File: src/rtl/score_display_pkg.sv
// Shared types and constants for the score display: BCD typedefs and
// active-low seven-segment patterns {dp,g,f,e,d,c,b,a}.
package score_display_pkg;

    typedef logic [3:0]  bcd_digit_t;
    typedef logic [11:0] bcd_score_t;

    localparam logic [7:0] SEG_BLANK = 8'hFF;
    localparam logic [7:0] SEG_DASH  = 8'hBF;
    localparam logic [7:0] SEG_H     = 8'h89;

    // Segment patterns for BCD digits 0..9 (dp kept off).
    localparam logic [0:9][7:0] SEG_TABLE = {
        8'hC0, 8'hF9, 8'hA4, 8'hB0, 8'h99,
        8'h92, 8'h82, 8'hF8, 8'h80, 8'h90
    };

    // Hundreds digit of a packed BCD score.
    function automatic bcd_digit_t bcd_hundreds(input bcd_score_t s);
        return s[11:8];
    endfunction

    // Tens digit of a packed BCD score.
    function automatic bcd_digit_t bcd_tens(input bcd_score_t s);
        return s[7:4];
    endfunction

    // Ones digit of a packed BCD score.
    function automatic bcd_digit_t bcd_ones(input bcd_score_t s);
        return s[3:0];
    endfunction

endpackage

File: src/rtl/score_display_bcd_to_seg.sv
// Combinational BCD nibble to active-low seven-segment decoder.
// Non-decimal nibbles show a dash so corrupt data is visible rather than hidden.
module bcd_to_seg
    import score_display_pkg::*;
(
    input  bcd_digit_t  digit,
    input  logic        blank,
    output logic [7:0]  seg
);

    // Decode one nibble, honouring the blank request first.
    always_comb begin
        seg = SEG_BLANK;
        if (blank) begin
            seg = SEG_BLANK;
        end else if (digit <= 4'd9) begin
            seg = SEG_TABLE[digit];
        end else begin
            seg = SEG_DASH;
        end
    end

endmodule

File: src/rtl/score_display.sv
// Score display top: synchronises the BCD score from the hit-clocked
// scorer, tracks the session high score, and scans a 4-digit active-low
// seven-segment display with leading-zero blanking. While game_over is
// high the display alternates between the current and the high score.
module score_display
    import score_display_pkg::*;
#(
    parameter int SCAN_W  = 17,
    parameter int BLINK_W = 26
) (
    input  logic        clk,
    input  logic        rst,
    input  logic [11:0] score,
    input  logic        game_over,
    output logic [7:0]  seg,
    output logic [3:0]  an,
    output logic [11:0] hi_score
);

    bcd_score_t         samp1_q, samp1_d;
    bcd_score_t         samp2_q, samp2_d;
    bcd_score_t         shown_q, shown_d;
    bcd_score_t         hi_q, hi_d;
    logic [SCAN_W-1:0]  scan_q, scan_d;
    logic [BLINK_W-1:0] blink_q, blink_d;
    logic [7:0]         seg_q, seg_d;
    logic [3:0]         an_q, an_d;

    logic [1:0]         digit_idx_s;
    logic               mode_h_s;
    bcd_score_t         src_s;
    bcd_digit_t         digit_s;
    logic               blank_s;
    logic [7:0]         dec_seg_s;

    // Two-stage capture; shown only moves when both stages agree, so a
    // word captured while the scorer was mid-update is never displayed.
    always_comb begin
        samp1_d = score;
        samp2_d = samp1_q;
        shown_d = shown_q;
        if (samp1_q == samp2_q) begin
            shown_d = samp2_q;
        end else begin
            shown_d = shown_q;
        end
    end

    // High score follows shown upward only; plain binary compare is
    // order-preserving for legal BCD.
    always_comb begin
        hi_d = hi_q;
        if (shown_q > hi_q) begin
            hi_d = shown_q;
        end else begin
            hi_d = hi_q;
        end
    end

    // Free-running scan counter and game-over blink counter.
    always_comb begin
        scan_d  = scan_q + SCAN_W'(1);
        blink_d = blink_q;
        if (game_over) begin
            blink_d = blink_q + BLINK_W'(1);
        end else begin
            blink_d = '0;
        end
    end

    assign digit_idx_s = scan_q[SCAN_W-1:SCAN_W-2];
    assign mode_h_s    = game_over & blink_q[BLINK_W-1];

    // Pick the score source and the digit to decode for this scan slot.
    always_comb begin
        src_s   = shown_q;
        digit_s = 4'd0;
        blank_s = 1'b1;
        if (mode_h_s) begin
            src_s = hi_q;
        end else begin
            src_s = shown_q;
        end
        case (digit_idx_s)
            2'd0: begin
                digit_s = bcd_ones(src_s);
                blank_s = 1'b0;
            end
            2'd1: begin
                digit_s = bcd_tens(src_s);
                blank_s = (bcd_hundreds(src_s) == 4'd0) && (bcd_tens(src_s) == 4'd0);
            end
            2'd2: begin
                digit_s = bcd_hundreds(src_s);
                blank_s = (bcd_hundreds(src_s) == 4'd0);
            end
            2'd3: begin
                digit_s = 4'd0;
                blank_s = 1'b1;
            end
            default: begin
                digit_s = 4'd0;
                blank_s = 1'b1;
            end
        endcase
    end

    bcd_to_seg u_bcd_to_seg (
        .digit (digit_s),
        .blank (blank_s),
        .seg   (dec_seg_s)
    );

    // Next segment/anode pair; both are registered together so a digit
    // enable never pairs with the previous digit's segments.
    always_comb begin
        seg_d = dec_seg_s;
        an_d  = ~(4'b0001 << digit_idx_s);
        if ((digit_idx_s == 2'd3) && mode_h_s) begin
            seg_d = SEG_H;
        end else begin
            seg_d = dec_seg_s;
        end
    end

    // State register with asynchronous reset that darkens the display at once.
    always_ff @(posedge clk or posedge rst) begin
        if (rst) begin
            samp1_q <= 12'h000;
            samp2_q <= 12'h000;
            shown_q <= 12'h000;
            hi_q    <= 12'h000;
            scan_q  <= '0;
            blink_q <= '0;
            seg_q   <= SEG_BLANK;
            an_q    <= 4'hF;
        end else begin
            samp1_q <= samp1_d;
            samp2_q <= samp2_d;
            shown_q <= shown_d;
            hi_q    <= hi_d;
            scan_q  <= scan_d;
            blink_q <= blink_d;
            seg_q   <= seg_d;
            an_q    <= an_d;
        end
    end

    assign seg      = seg_q;
    assign an       = an_q;
    assign hi_score = hi_q;

endmodule

File: config.mk
export PLATFORM = sky130hd
export DESIGN_NAME = score_display
export DESIGN_NICKNAME = d
export VERILOG_FILES = /design/src/rtl/score_display_pkg.sv /design/src/rtl/score_display_bcd_to_seg.sv /design/src/rtl/score_display.sv
export SDC_FILE = /design/constraint.sdc
export NUM_CORES = 1
export LEC_CHECK = 0
export CORE_MARGIN = 10
export CORE_UTILIZATION = 45
export CTS_CLUSTER_DIAMETER = 200
export CTS_CLUSTER_SIZE = 28
export DETAILED_ROUTE_END_ITERATION = 16
export DONT_BUFFER_PORTS = 1
export PLACE_DENSITY = 0.68
export REMOVE_ABC_BUFFERS = 1
export SLEW_MARGIN = 5
export SYNTH_ARGS = -nofsm -noshare
export SYNTH_HDL_FRONTEND = slang
export SYNTH_SLANG_ARGS = --single-unit
File: constraint.sdc
create_clock -name clk -period 5.45 [get_ports clk]
set_clock_uncertainty 0.2 [all_clocks]
set_input_delay 1.09 -clock clk [delete_from_list [all_inputs] [get_ports clk]]
set_output_delay 1.09 -clock clk [all_outputs]
set_load 0.01 [all_outputs]
==> reports/metrics.cfg <==
[run_status]
status=finished, final reports clean

[detailed_routing]
drc_errors=0
drt_iter0_drc=232
vias=2999
viasPerCell=5.36
antenna_left=0
drt_pass1_iterations=5
routed_wl_um=9020
post_drt_wl_per_cell_um=16.1

[yosys]
yosysMostFrequentCell=dfrtp_1
syn_area_um2=4820
synthFlopType=dfrtp_1
netlist_top_cells_area=dfrtp_1 (47%), dfstp_2 (6.0%), xnor2_1 (5.8%)
syn_inst=418
yosys.area.top_type=dfrtp_1
synth_cell_types=49
ys_ff_latch=102
async_reset_ff_frac=1.00
ys_seq_area_frac=0.532
synth_top_area_share=0.472
syn_avg_cell_area_um2=11.5
synth-edff-count=0
synth_common_cells=dfrtp_1 (91), xnor2_1 (32), nand2_1 (27), inv_1 (23), mux2_2 (23)
yosys_warnings=0

[sta]
rsz0062_at_grt=false
max_freq_ghz=0.327
max_slew_margin=0.464
holdWs_ns=0.200
setup_tns_ns=0
setup_viol=0
period_share=0.561
worstMarginPinSlew_ns=0.805
final_hold_viol_count=0
slew_violations=0
fin_crit_ns=3.06

[global_routing]
grt_max_degree=66
overflow=0
grt_usage=0.129
antenna_found_initial=0
grt_pass1_vias=3093
grt_pass1_wl_um=15500

[pwr]
p_leak_nw=2.39
p_per_area_nw_per_um2=267
vdd_drop_max_v=0.000280
finalPower_mw=1.37

[worst_setup_path]
critPathMaxStageDelay_ns=0.73
crit_buf_inv=1
r2r_slack_ns=2.49
worstRegToRegCells=8
crit_slowest_cell=a222oi_1
required_ns=5.54
critPathLaunchType=input port
cp_cell_sequence=nand2_4, mux2i_1, o221ai_1, inv_1, ha_1, o2111ai_1, a222oi_1, o22ai_1
crit_start=game_over
r2r_end=seg[4]
path_max_fanout=46
end_kind=flip-flop
critPathKind=in -> reg
cp.arrival_ns=3.14
reg2reg_from=blink_q[25]
path_delay_family=compound AO/OA/AOI/OAI gates

[die]
dieArea_um2=15300
die_y_um=124
initial_utilization=0.465
io_pins=39
rows=37
coreArea_um2=10400
die_w_um=124

[clock_network]
cts_root_buffer=clkbuf_8
clk_pin_slew_ns=0.10
cts_buffer_depth=2
tritoncts=yes
post_cts_buffers=0
clock_latency_ns=0.38
hold_buffers=0
cts_resized=0
htreeDepth=3
clock_sinks=102
cts_made_buffers=9

[place]
place_congestion=0.858
hpwl_um=6640
portBuffers=0

[cells_and_area]
areaGrowthSynthToFinish_pct=6.49
antenna_cells=0
final_net_count=453
drive_above_1_share=0.151

[run]
maxCapViolCount=0

[hold_path]
hold_path_class=reg -> reg
hold_path_depth=0
worstHoldStart=samp1_q[2]
worstHoldEndpoint=samp2_q[2]

layout by cell type, fill, tap and decap left out, drive strengths merged, types with 7 or more instances in the layout:
cell and n:
nor4 9, nand4 16, ha 19, nand2 28, and3 12, dfstp 11
xor2 8, nand2b 8, inv 27, clkbuf 9, dfrtp 91, mux2i 15
and2 15, nor2 9, a21boi 9, a21oi 7, xnor2 32, o21ai 13
nand3 17, mux2 23
worst max-delay path by stage:
stage                 endpoint  cells after the start
floorplan           blink_q[0]                      1
global placement        seg[5]                      8
detailed placement      seg[3]                      8
CTS                     seg[3]                      8
global route            seg[3]                      8
finish                  seg[4]                      8
per-stage QoR:
stage / cells / worst slack (ns) / util / cell area (um^2)
after floorplan: 405 / 1.50 / - / 4750
after global placement: 544 / 2.18 / 0.477 / 4950
after detailed placement: 544 / 2.05 / 0.477 / 4950
after CTS: 560 / 2.46 / 0.495 / 5140
after global routing: 560 / 2.20 / 0.495 / 5140
final: 560 / 2.39 / 0.495 / 5140
metal layers:
layer  wire length (um)  part of all wire  global-route usage  up-vias
li1                   -                 -                   -     1460
met1               4070              0.45               0.161     1476
met2               4250              0.47               0.197       51
met3                515             0.057              0.0456       12
met4                186             0.021              0.0611        0
met5                  0                 0                   0        -
logic make-up after synthesis:
kind of cell / Yosys count / share of synthesized area
mux: 38 / 0.0874
other cells: 1 / 0.000777
buf+inv: 36 / 0.0329
xor+xnor: 40 / 0.0726
compound gates: 47 / 0.0680
flops: 102 / 0.532
fa+ha+maj: 19 / 0.0493
simple gates: 135 / 0.157
state kept, by name, indices dropped and copies added, names as in the netlist:
register  cells
an            4
blink_q      26
hi_score     12
samp1_q      12
samp2_q      12
scan_q       17
seg           7
shown_q      12
power breakdown:
group	leakage, nW	switching (mW)	internal, mW
Sequential	1.31	0.0210	0.775
Combinational	0.977	0.0613	0.0551
Clock	0.0953	0.279	0.177
cell type report:
type / count / area, um^2
repair buffers: 3 / 22.5
clock inverters: 7 / 66.3
inverters: 23 / 88.8
well taps: 136 / 170
flip-flops and latches: 102 / 2570
fillers: 952 / 5230
clock buffers: 9 / 124
multi-input cells: 280 / 2100
(Power assumes the default switching activity.)
